### src/rtl/mips_pkg.sv
// Shared definitions for the multi-cycle MIPS control path: FSM state
// encoding, opcodes, ALU operation codes, mux select codes and the
// control word produced by the state decoder.
package mips_pkg;

    typedef enum logic [3:0] {
        S_IDLE     = 4'd0,
        S_FETCH    = 4'd1,
        S_DECODE   = 4'd2,
        S_EXEC_R   = 4'd3,
        S_WB_R     = 4'd4,
        S_MEM_ADDR = 4'd5,
        S_MEM_RD   = 4'd6,
        S_WB_MEM   = 4'd7,
        S_MEM_WR   = 4'd8,
        S_BRANCH   = 4'd9,
        S_JUMP     = 4'd10,
        S_EXEC_I   = 4'd11,
        S_WB_I     = 4'd12,
        S_HALT     = 4'd13
    } state_t;

    localparam logic [5:0] OP_RTYPE = 6'h00;
    localparam logic [5:0] OP_LW    = 6'h23;
    localparam logic [5:0] OP_SW    = 6'h2B;
    localparam logic [5:0] OP_BEQ   = 6'h04;
    localparam logic [5:0] OP_J     = 6'h02;
    localparam logic [5:0] OP_ADDI  = 6'h08;

    localparam logic [2:0] ALUOP_ADD   = 3'd0;
    localparam logic [2:0] ALUOP_SUB   = 3'd1;
    localparam logic [2:0] ALUOP_FUNCT = 3'd2;

    localparam logic [1:0] SRCB_RT     = 2'd0;
    localparam logic [1:0] SRCB_FOUR   = 2'd1;
    localparam logic [1:0] SRCB_IMM    = 2'd2;
    localparam logic [1:0] SRCB_IMM_SL = 2'd3;

    localparam logic [1:0] PCSRC_ALU    = 2'd0;
    localparam logic [1:0] PCSRC_ALUOUT = 2'd1;
    localparam logic [1:0] PCSRC_JUMP   = 2'd2;

    typedef struct packed {
        logic       pc_write;
        logic       pc_write_cond;
        logic       i_or_d;
        logic       mem_read;
        logic       mem_write;
        logic       ir_write;
        logic       mem_to_reg;
        logic       reg_dst;
        logic       reg_write;
        logic       alu_src_a;
        logic [1:0] alu_src_b;
        logic [2:0] alu_op;
        logic [1:0] pc_src;
    } ctrl_t;

endpackage

### src/rtl/mips_ctrl_decode.sv
// Combinational decoder from FSM state to datapath control word.
// mem_ready only qualifies the instruction/PC latch during FETCH.
module mips_ctrl_decode
    import mips_pkg::*;
(
    input  state_t i_state,
    input  logic   i_mem_ready,
    output ctrl_t  o_ctrl
);

    // Control word per state; everything not named stays 0.
    always_comb begin
        o_ctrl = '0;
        case (i_state)
            S_FETCH: begin
                o_ctrl.mem_read  = 1'b1;
                o_ctrl.alu_src_b = SRCB_FOUR;
                o_ctrl.alu_op    = ALUOP_ADD;
                o_ctrl.pc_src    = PCSRC_ALU;
                o_ctrl.ir_write  = i_mem_ready;
                o_ctrl.pc_write  = i_mem_ready;
            end
            S_DECODE: begin
                o_ctrl.alu_src_b = SRCB_IMM_SL;
                o_ctrl.alu_op    = ALUOP_ADD;
            end
            S_EXEC_R: begin
                o_ctrl.alu_src_a = 1'b1;
                o_ctrl.alu_src_b = SRCB_RT;
                o_ctrl.alu_op    = ALUOP_FUNCT;
            end
            S_WB_R: begin
                o_ctrl.reg_dst   = 1'b1;
                o_ctrl.reg_write = 1'b1;
            end
            S_MEM_ADDR, S_EXEC_I: begin
                o_ctrl.alu_src_a = 1'b1;
                o_ctrl.alu_src_b = SRCB_IMM;
                o_ctrl.alu_op    = ALUOP_ADD;
            end
            S_MEM_RD: begin
                o_ctrl.mem_read = 1'b1;
                o_ctrl.i_or_d   = 1'b1;
            end
            S_WB_MEM: begin
                o_ctrl.mem_to_reg = 1'b1;
                o_ctrl.reg_write  = 1'b1;
            end
            S_MEM_WR: begin
                o_ctrl.mem_write = 1'b1;
                o_ctrl.i_or_d    = 1'b1;
            end
            S_BRANCH: begin
                o_ctrl.alu_src_a     = 1'b1;
                o_ctrl.alu_src_b     = SRCB_RT;
                o_ctrl.alu_op        = ALUOP_SUB;
                o_ctrl.pc_write_cond = 1'b1;
                o_ctrl.pc_src        = PCSRC_ALUOUT;
            end
            S_JUMP: begin
                o_ctrl.pc_write = 1'b1;
                o_ctrl.pc_src   = PCSRC_JUMP;
            end
            S_WB_I: begin
                o_ctrl.reg_write = 1'b1;
            end
            default: ;
        endcase
    end

endmodule

### src/rtl/mips_multicycle_ctrl.sv
// Main control FSM for the multi-cycle MIPS datapath.
// Optional performance counters (instr_cnt, stall_cnt) are built when
// MIPS_CTRL_PERF_CNT_EN is defined.
module mips_multicycle_ctrl
    import mips_pkg::*;
#(
    parameter int OPW    = 6,
    parameter int ALUOPW = 3
) (
    input  logic              clk,
    input  logic              rst,
    input  logic [OPW-1:0]    opcode,
    input  logic              zero,
    input  logic              mem_ready,
    output logic              pc_write,
    output logic              pc_write_cond,
    output logic              i_or_d,
    output logic              mem_read,
    output logic              mem_write,
    output logic              ir_write,
    output logic              mem_to_reg,
    output logic              reg_dst,
    output logic              reg_write,
    output logic              alu_src_a,
    output logic [1:0]        alu_src_b,
    output logic [ALUOPW-1:0] alu_op,
    output logic [1:0]        pc_src,
    output logic              illegal,
    output logic [3:0]        state_o
`ifdef MIPS_CTRL_PERF_CNT_EN
    ,
    output logic [31:0]       instr_cnt,
    output logic [31:0]       stall_cnt
`endif
);

    state_t     r_state;
    state_t     w_state_nxt;
    logic       r_illegal;
    logic [5:0] w_op;
    ctrl_t      w_ctrl;
    logic       w_unused_zero;

    assign w_op          = 6'(opcode);
    // zero is consumed by the datapath's PC-load gating, not by the FSM
    assign w_unused_zero = zero;

    // State register and sticky illegal flag; reset wins over everything.
    always_ff @(posedge clk) begin
        if (rst) begin
            r_state   <= S_IDLE;
            r_illegal <= 1'b0;
        end else begin
            r_state <= w_state_nxt;
            if (w_state_nxt == S_HALT) begin
                r_illegal <= 1'b1;
            end
        end
    end

    // Next-state selection from current state, opcode and mem_ready.
    always_comb begin
        w_state_nxt = r_state;
        case (r_state)
            S_IDLE:   w_state_nxt = S_FETCH;
            S_FETCH:  if (mem_ready) w_state_nxt = S_DECODE;
            S_DECODE: begin
                case (w_op)
                    OP_RTYPE:     w_state_nxt = S_EXEC_R;
                    OP_LW, OP_SW: w_state_nxt = S_MEM_ADDR;
                    OP_BEQ:       w_state_nxt = S_BRANCH;
                    OP_J:         w_state_nxt = S_JUMP;
                    OP_ADDI:      w_state_nxt = S_EXEC_I;
                    default:      w_state_nxt = S_HALT;
                endcase
            end
            S_EXEC_R:   w_state_nxt = S_WB_R;
            S_MEM_ADDR: w_state_nxt = (w_op == OP_LW) ? S_MEM_RD : S_MEM_WR;
            S_MEM_RD:   if (mem_ready) w_state_nxt = S_WB_MEM;
            S_MEM_WR:   if (mem_ready) w_state_nxt = S_FETCH;
            S_EXEC_I:   w_state_nxt = S_WB_I;
            S_WB_R, S_WB_MEM, S_BRANCH, S_JUMP, S_WB_I:
                        w_state_nxt = S_FETCH;
            S_HALT:     w_state_nxt = S_HALT;
            default:    w_state_nxt = S_IDLE;
        endcase
    end

    mips_ctrl_decode u_decode (
        .i_state     (r_state),
        .i_mem_ready (mem_ready),
        .o_ctrl      (w_ctrl)
    );

    assign pc_write      = w_ctrl.pc_write;
    assign pc_write_cond = w_ctrl.pc_write_cond;
    assign i_or_d        = w_ctrl.i_or_d;
    assign mem_read      = w_ctrl.mem_read;
    assign mem_write     = w_ctrl.mem_write;
    assign ir_write      = w_ctrl.ir_write;
    assign mem_to_reg    = w_ctrl.mem_to_reg;
    assign reg_dst       = w_ctrl.reg_dst;
    assign reg_write     = w_ctrl.reg_write;
    assign alu_src_a     = w_ctrl.alu_src_a;
    assign alu_src_b     = w_ctrl.alu_src_b;
    assign alu_op        = ALUOPW'(w_ctrl.alu_op);
    assign pc_src        = w_ctrl.pc_src;
    assign illegal       = r_illegal;
    assign state_o       = r_state;

`ifdef MIPS_CTRL_PERF_CNT_EN
    logic [31:0] r_instr_cnt;
    logic [31:0] r_stall_cnt;
    logic        w_retire;
    logic        w_stall;

    // An instruction retires whenever a terminal state hands back to FETCH.
    assign w_retire = (w_state_nxt == S_FETCH) && (r_state != S_IDLE)
                      && (r_state != S_FETCH);
    assign w_stall  = !mem_ready && ((r_state == S_FETCH) ||
                      (r_state == S_MEM_RD) || (r_state == S_MEM_WR));

    // Free-running wrap-around event counters.
    always_ff @(posedge clk) begin
        if (rst) begin
            r_instr_cnt <= '0;
            r_stall_cnt <= '0;
        end else begin
            if (w_retire) r_instr_cnt <= r_instr_cnt + 32'd1;
            if (w_stall)  r_stall_cnt <= r_stall_cnt + 32'd1;
        end
    end

    assign instr_cnt = r_instr_cnt;
    assign stall_cnt = r_stall_cnt;
`endif

endmodule
### config.mk
export PLATFORM = sky130hd
export DESIGN_NAME = mips_multicycle_ctrl
export DESIGN_NICKNAME = d
export VERILOG_FILES = /design/src/rtl/mips_pkg.sv /design/src/rtl/mips_ctrl_decode.sv /design/src/rtl/mips_multicycle_ctrl.sv
export SDC_FILE = /design/constraint.sdc
export NUM_CORES = 1
export LEC_CHECK = 0
export ABC_AREA = 1
export CORE_MARGIN = 4
export CORE_UTILIZATION = 37
export DETAILED_ROUTE_END_ITERATION = 8
export GPL_TIMING_DRIVEN = 1
export HOLD_SLACK_MARGIN = 0.08
export MAX_ROUTING_LAYER = met4
export PLACE_DENSITY_LB_ADDON = 0.12
export SLEW_MARGIN = 20
export SYNTH_ARGS = -nofsm -noshare
export SYNTH_HDL_FRONTEND = slang
export SYNTH_SLANG_ARGS = --single-unit
### constraint.sdc
create_clock -name clk -period 1.35 [get_ports clk]
set_input_delay 0.135 -clock clk [delete_from_list [all_inputs] [get_ports clk]]
set_output_delay 0.135 -clock clk [all_outputs]
set_load 0.03 [all_outputs]
==> key figures, run 1 <==
Clocking
  – Clk sink count: 5
  – Root buf cell: clkbuf_4
  – H-tree depth: 1
  – Max Buffers Root-to-Sink: 2
  – CTS Buf Count: 3
  – Cts hold-fix bufs: 0

Floorplan
  – I/O pin count: 32
  – Num rows: 13
  – Die X: 47.3 um
  – Height of the die: ~47 um
  – Initial Util: just over 40%

Status
  – Status: aborted with a tool error
  – Failing step: global routing (5_1_grt)
  – Error msg: [ERROR DPL-0038] Utilization greater than 100%, impossible to legalize

Yosys
  – Post-synth EDFFs: 0
  – Post-synthesis sequential area ratio: 17.5%
  – Post-Syn Area per Cell: 4.89 um^2
  – Distinct cells, synth: 18
  – Ys async rst share: 0%
  – Yosys Warn Count: 0
  – Ys flop type: dfxtp_1
  – #FFs+latches synth: 5
  – Synth Cell Area: ~570 um^2
  – Synthesized net count: 127
  – Post-synthesis cell count: 117

Global routing
  – Largest net degree at the start of global routing: 7

Placement
  – Cells after DPL: between 150 and 200
  – Port bufs: 29
  – Placer congestion estimate: about 0.90
  – Dpl hpwl: about 1700 um

Timing
  – WEP type: register data pin
  – Worst setup endpoint GRT: illegal$_SDFFE_PP0N_/D
-- kinds of logic after synthesis --
family	Yosys count	synth area share [%]
AO/OA/AOI/OAI	7	7.00
buffers and inverters	22	15.8
other	1	0.656
flip-flops	5	17.5
AND/OR/NAND/NOR	82	59.1
-- Yosys cell counts (2+ instances only) --
master,instances,area [um^2]
dfxtp_1,5,100
nor2_1,31,116
inv_1,19,71.3
nand3_1,12,60.1
a21oi_1,2,10.0
buf_4,2,15.0
nand2_1,35,131
-- per-stage QoR --
stage          hold WS (ns)  setup WS, ns  cell area (um^2)
4_1_cts               0.515       -0.0963              1280
3_5_place_dp          0.512        -0.352              1040
3_3_place_gp          0.454        -0.233              1040
2_1_floorplan         0.197       -0.0836               618
-- what timing repair did --
action	in CTS
resized for setup	58
setup endpoints to repair	20
pin swaps	7
setup buffers	6
==> run 2, diff against run 1 <==
Settings changed: CORE_AREA from default to 4 4 65 67, CORE_MARGIN 4 to default, CORE_UTILIZATION 37 to default, DIE_AREA from default to 0 0 69 71, HOLD_SLACK_MARGIN 0.08 to default, MAX_ROUTING_LAYER met4 to default, PLACE_DENSITY_LB_ADDON 0.12 to 0.15.
==> run 2 against run 1 <==
Compared with the run above: the flow now finishes, with violations (setup timing); synthesized cell count unchanged; synthesized area unchanged.
==> key figures, run 2 <==
Status
  – Status: complete, but fails checks
  – Failing checks: setup timing

Timing
  – Final WS setup: -0.0748 ns
  – F_max: approximately 0.7 GHz
  – Clock Skew: about 0.0022 ns
  – Min cycle time layout: approximately 1.4 ns
  – Hold Fails Final Rpt: 0
  – Slew Limit Fails: 0
  – Hold WS: between 0.4 and 0.5 ns
  – RSZ-0062 raised after global routing: true
  – Final period utilization: 106%
  – Final setup fails: 9

Power and ir drop
  – Clk pwr share: approximately 29%
  – Combinational group share of total power: between 50% and 60%
  – Psw: between 0.3 and 0.4 mW
  – Sw Ratio: 39.4%
  – Pwr Density: ~670 nW/um^2
  – Worst vdd rail ir drop: 0.318 mV
  – Leakage: ~0.78 nW
  – Pint: approximately 0.60 mW
  – Sequential power share: between 10% and 20%

Yosys
  – Post-synth EDFFs: 0
  – Top post-synthesis cells by area: nand2_1, nor2_1, dfxtp_1
  – Ys flop type: dfxtp_1
  – Post-synthesis sequential area ratio: between 10% and 20%
  – Yosys Warn Count: 0
  – Synthesized net count: 127
  – Cell with the most instances after synthesis: nand2_1
  – Post-Syn Area per Cell: roughly 5 um^2
  – Post-synthesis cell count: around 120
  – Ys async rst share: 0%
  – Most frequent cells after synthesis: nand2_1, nor2_1, inv_1
  – #FFs+latches synth: 5
  – Synth Cell Area: between 500 and 600 um^2
  – Synth area leader: nand2_1
  – Synth top area share: 23.0%
  – Distinct cells, synth: 18

Clocking
  – H-tree depth: 1
  – Clk sink count: 5
  – Clk Latency, worst-skew pair: between 0.2 and 0.25 ns
  – Clock transition at the registers of the reported paths: roughly 0.040 ns
  – Max Buffers Root-to-Sink: 2
  – Cts hold-fix bufs: 0
  – CTS tree: yes
  – CTS Buf Count: 3
  – Root buf cell: clkbuf_8

Placement
  – Post-DP Area: about 1100 um^2
  – Port bufs: 29
  – Placer congestion estimate: 0.881
  – Worst slack at placement: -0.274 ns
  – Dpl hpwl: around 1800 um
  – Cells after DPL: around 220

Cells and area
  – Nets: 197
  – Util after Layout: between 40% and 50%
  – Inserted Diodes: 0
  – Design area: 1470 um^2
  – Register area: around 120 um^2
  – Layout area overhead: 158%
  – Multi-input logic area: approximately 560 um^2
  – Layout cells sized above 1: 52.7%
  – Number of flip-flops in the largest register: 4
  – Fill count: ~390
  – Most frequent cells in the layout: buf_4, nand2_1, buf_6, nor2_1, inv_1
  – Leading cell type in the layout, fill and taps excluded: buf_4
  – Fin cells: 234

Critical path
  – Worst Setup EP: alu_op[0]
  – CP required: about 1.2 ns
  – Crit end category: primary output
  – Critical path cell sequence: inv_2 -> nand2_4 -> buf_4 -> buf_4 -> nor2_1 -> buf_4
  – WP data arrival: between 1 and 1.5 ns
  – Critical path type: reg -> out
  – Worst R2R Start: state_o[1]
  – CP max stage delay: roughly 0.36 ns
  – Reg2reg end: illegal
  – CP Launch Type: flip-flop
  – Worst Reg2Reg Path Length in Cells: 11
  – Crit path max-delay family: buffers and inverters
  – Crit path depth: 6
  – R2R setup slack: -0.02 ns
  – Crit-path slowest cell: dfxtp_4
  – CP Buf/Inv Count: 4
  – Critical Path Fanout Max: 5
  – Critical Path Start: state_o[1]
  – CP most frequent cell: buf_4

Global routing
  – Gr ovfl total: 0
  – Vias in the first global route: approximately 880
  – Largest net degree at the start of global routing: 7
  – Gr usage total: a little under 9%
  – Initial antenna violation count: 0
  – First-pass GRT wire length: approximately 3700 um

Floorplan
  – Height of the die: 71 um
  – I/O pin count: 32
  – Die X: ~70 um
  – Area of the core: approximately 3600 um^2
  – Initial Util: 15.7%
  – Die Footprint: 4900 um^2
  – Num rows: 22

Detailed routing
  – # DRC: 0
  – WL per Instance: around 9.9 um
  – 1st-pass router iterations: 6
  – Via count: 946
  – Vias/cell: about 4
  – Starting DRT DRC Count: 29
  – Routed WL: ~2300 um
  – Routed Antenna Nets: 0

Flow run
  – Max Cap Viol: 0

Min path
  – Worst min path class: reg -> reg
  – WHS Path Cells: 2
-- run 2: cell counts after synthesis --
Identical to the previous run, type by type.
-- run 2: area by class of cell --
class                           count  share of cell area, %
Tap cell                           48                   4.08
Inverter                           20                   5.44
Clock buffer                        4                   3.06
Timing Repair Buffer               67                   41.7
Multi-Input combinational cell     90                   37.9
Sequential cell                     5                   7.82
-- run 2: tightest hold or removal path: cells and delay by family, from the launching register on --
family / cells / cell delay, ns
DFF: 1 / 0.32
and+or+nand+nor: 2 / 0.12
-- run 2: kinds of logic after synthesis --
family / count (synthesis) / share of synthesized area (%)
buffers and inverters: 22 / 15.8
other: 1 / 0.656
flip-flops: 5 / 17.5
AO/OA/AOI/OAI: 7 / 7.00
AND/OR/NAND/NOR: 82 / 59.1
-- run 2: worst min path at each step --
stage | from | to
floorplan | rst | state_o[2]
global placement | illegal | illegal
detailed placement | illegal | illegal
CTS | illegal | illegal
global route | illegal | illegal
finish | illegal | illegal
-- run 2: stage by stage --
step	setup TNS, ns	total power, mW
CTS	-0.607	0.939
global placement	-0.937	0.593
finish	-0.416	0.988
floorplan	-0.0836	0.398
detailed placement	-0.976	0.592
global route	-1.04	1.04
-- run 2: what timing repair did --
action / CTS / global route
pin swaps: 11 / 16
setup endpoints to repair: 20 / 14
hold endpoints to repair: 0 / 0
setup buffers: 4 / 4
resized for setup: 46 / 25
gates cloned: 0 / 0
-- run 2: power groups by stage --
stage               logic, mW  registers (mW)  clock network [mW]
floorplan               0.203           0.196                   0
global placement        0.413           0.180                   0
detailed placement      0.412           0.180                   0
CTS                     0.466           0.184               0.289
global route            0.560           0.184               0.298
finish                  0.524           0.181               0.283
-- run 2: metal layers --
layer	vias to the layer above	track usage [%]	wire length, um
met5	-	0	0
met4	0	2.17	24
met3	5	2.56	121
met2	32	15.7	1140
met1	416	10.7	1030
li1	493	-	-
No activity file was read; power rests on OpenSTA's default activity.
==> run 3, diff against run 2 <==
Settings changed: ABC_AREA 1 to 0.
==> run 3 against run 2 <==
Compared with the run above: the run still ends with setup timing left; via count fell by 3.2%; utilization rose by 5.4 points; clock skew increased by 0.0019 ns.
==> key figures, run 3 <==
Detailed routing
  – Routed WL: between 2000 and 3000 um
  – 1st-pass router iterations: 2
  – # DRC: 0
  – Starting DRT DRC Count: 32
  – Vias/cell: approximately 4.4
  – Routed Antenna Nets: 0
  – Via count: 916
  – WL per Instance: 12.4 um

Cells and area
  – Util after Layout: a little under half
  – Leading cell type in the layout, fill and taps excluded: buf_4
  – Layout cells sized above 1: between 70% and 80%
  – Layout area overhead: 156%
  – Register area: around 120 um^2
  – Inserted Diodes: 0
  – Most frequent cells in the layout: buf_4, buf_6, nor2_4, nor2_1
  – Fill count: 390
  – Multi-input logic area: between 700 and 800 um^2
  – Design area: roughly 1700 um^2
  – Fin cells: 206
  – Nets: 169
  – Number of flip-flops in the largest register: 4

Power and ir drop
  – Total design power: between 0.9 and 1 mW
  – Pwr Density: approximately 580 nW/um^2
  – Worst vdd rail ir drop: 0.274 mV
  – Leakage: between 0.6 and 0.7 nW

Timing
  – F_max: roughly 0.63 GHz
  – Final setup fails: 19
  – Slew Limit Fails: 0
  – Clock Skew: 0.00408 ns
  – Final period utilization: 118%
  – Min cycle time layout: 1.59 ns
  – RSZ-0062 raised after global routing: true
  – Final WS setup: -0.243 ns
  – Hold Fails Final Rpt: 0

Clocking
  – Cts hold-fix bufs: 0
  – CTS tree: yes
  – Clk Latency, worst-skew pair: between 0.2 and 0.25 ns
  – Root buf cell: clkbuf_8
  – H-tree depth: 1
  – Max Buffers Root-to-Sink: 2
  – Clock transition at the registers of the reported paths: roughly 0.04 ns
  – CTS Buf Count: 3
  – Clk sink count: 5

Global routing
  – Gr usage total: between 10% and 20%
  – Vias in the first global route: ~920
  – Largest net degree at the start of global routing: 16
  – Gr ovfl total: 0
  – First-pass GRT wire length: about 4200 um
  – Initial antenna violation count: 0

Placement
  – Worst slack at placement: -0.495 ns
  – Port bufs: 29
  – Placer congestion estimate: slightly below 0.8
  – Post-DP Area: 1250 um^2
  – Cells after DPL: 193
  – Dpl hpwl: around 1900 um

Critical path
  – WP data arrival: 1.46 ns
  – Crit end category: primary output
  – Critical Path Fanout Max: 7
  – Critical path type: reg -> out
  – CP Launch Type: flip-flop
  – CP required: 1.22 ns

Yosys
  – Post-synth EDFFs: 0
  – Most frequent cells after synthesis: nor2_1, dfxtp_1, nand2_1, nand2b_1, nor3_1
  – XOR/XNOR Fraction of Synth Area: approximately 2.7%
  – Distinct cells, synth: between 40 and 50
  – Post-Syn Area per Cell: approximately 7.3 um^2
  – Top post-synthesis cells by area: dfxtp_1, nor2_1, nand2b_1
  – Post-synthesis cell count: between 80 and 90
  – Yosys Warn Count: 0
  – Compound-Gate Fraction of Synth Area: 25.2%
  – Cell with the most instances after synthesis: nor2_1
  – Ys flop type: dfxtp_1
  – Largest family of logic cells by synthesized area: simple AND/OR/NAND/NOR gates
  – Post-synthesis simple-gate area fraction: approximately 45%
  – Synth top area share: between 10% and 20%
  – Synth Area in Adders: 0%
  – Synth area leader: dfxtp_1
  – Post-synthesis sequential area ratio: 15.4%
  – #FFs+latches synth: 5
  – Ys async rst share: 0%
  – Synthesized net count: a little under 100
  – Synth Cell Area: 651 um^2
  – Mux contribution to synthesized area: under 10%

Floorplan
  – Initial Util: approximately 18%
  – Die Footprint: 4900 um^2
  – I/O pin count: 32
  – Height of the die: just over 70 um
  – Num rows: 22
  – Die X: about 69 um
  – Area of the core: 3630 um^2

Status
  – Failing checks: setup timing
  – Status: complete, but fails checks

Min path
  – Worst min path class: in -> reg

Flow run
  – Max Cap Viol: 0
## run 3: changes by cell type after synthesis, moves of 3 or more
| cell | delta |
|---|---|
| buf_2 | +3 |
| inv_1 | -16 |
| nand2_1 | -31 |
| nand2b_1 | +4 |
| nand3_1 | -9 |
| nor2_1 | -15 |
| nor3_1 | +4 |
## run 3: where the power goes
group	switching, mW	internal [mW]	total [mW]
logic	0.254	0.268	0.522
registers	0.0172	0.153	0.171
clock network	0.0783	0.203	0.281
total	0.349	0.625	0.974
## run 3: layout make-up
class	instances	share of cell area, %
Inverter	4	0.900
Sequential cell	5	6.90
Timing Repair Buffer	72	40.1
Multi-Input combinational cell	73	45.8
Clock buffer	4	2.70
Tap cell	48	3.60
## run 3: critical path: stages (launching register included)
cell     delay, ns
dfxtp_4       0.38
or2b_1        0.25
buf_6         0.12
mux2_4        0.26
nor2_4        0.08
buf_6         0.13
## run 3: logic make-up (layout without fill, tap and decap cells)
kind of cell	count (synthesis)	count (layout)
AND/OR/NAND/NOR	49	49
XOR/XNOR	2	2
AO/OA/AOI/OAI	20	20
other	1	1
buffers and inverters	11	80
flip-flops	5	5
multiplexers	1	1
## run 3: per-stage QoR
stage | setup TNS (ns) | hold WS [ns]
finish | -1.75 | 0.406
global route | -2.94 | 0.428
CTS | -2.11 | 0.477
detailed placement | -2.25 | 0.474
global placement | -2.09 | 0.465
floorplan | -0.584 | 0.241
## run 3: worst paths after layout
kind | start | endpoint | slack [ns] | depth (start not counted)
worst max register to register | state_o[2] | illegal | -0.19 | 6
worst max-delay path | state_o[1] | mem_read | -0.24 | 5
worst min register to register | illegal | illegal | 0.47 | 2
worst min-delay path | opcode[0] | state_o[0] | 0.41 | 4
## run 3: repair_timing
item                       CTS  global route
hold endpoints to repair     0             0
gates resized for setup     52            33
pin swaps                   16            11
buffers inserted             5             4
setup endpoints to repair   22            21
## run 3: per-layer routing
layer / up-vias / GRT usage (%) / part of all wire (%) / wire length [um]
li1: 459 / - / - / -
met1: 430 / 12.1 / 39 / 1000
met2: 19 / 17.6 / 56 / 1420
met3: 8 / 2.13 / 2.9 / 74
met4: 0 / 4.99 / 2.0 / 51
met5: - / 0 / 0 / 0
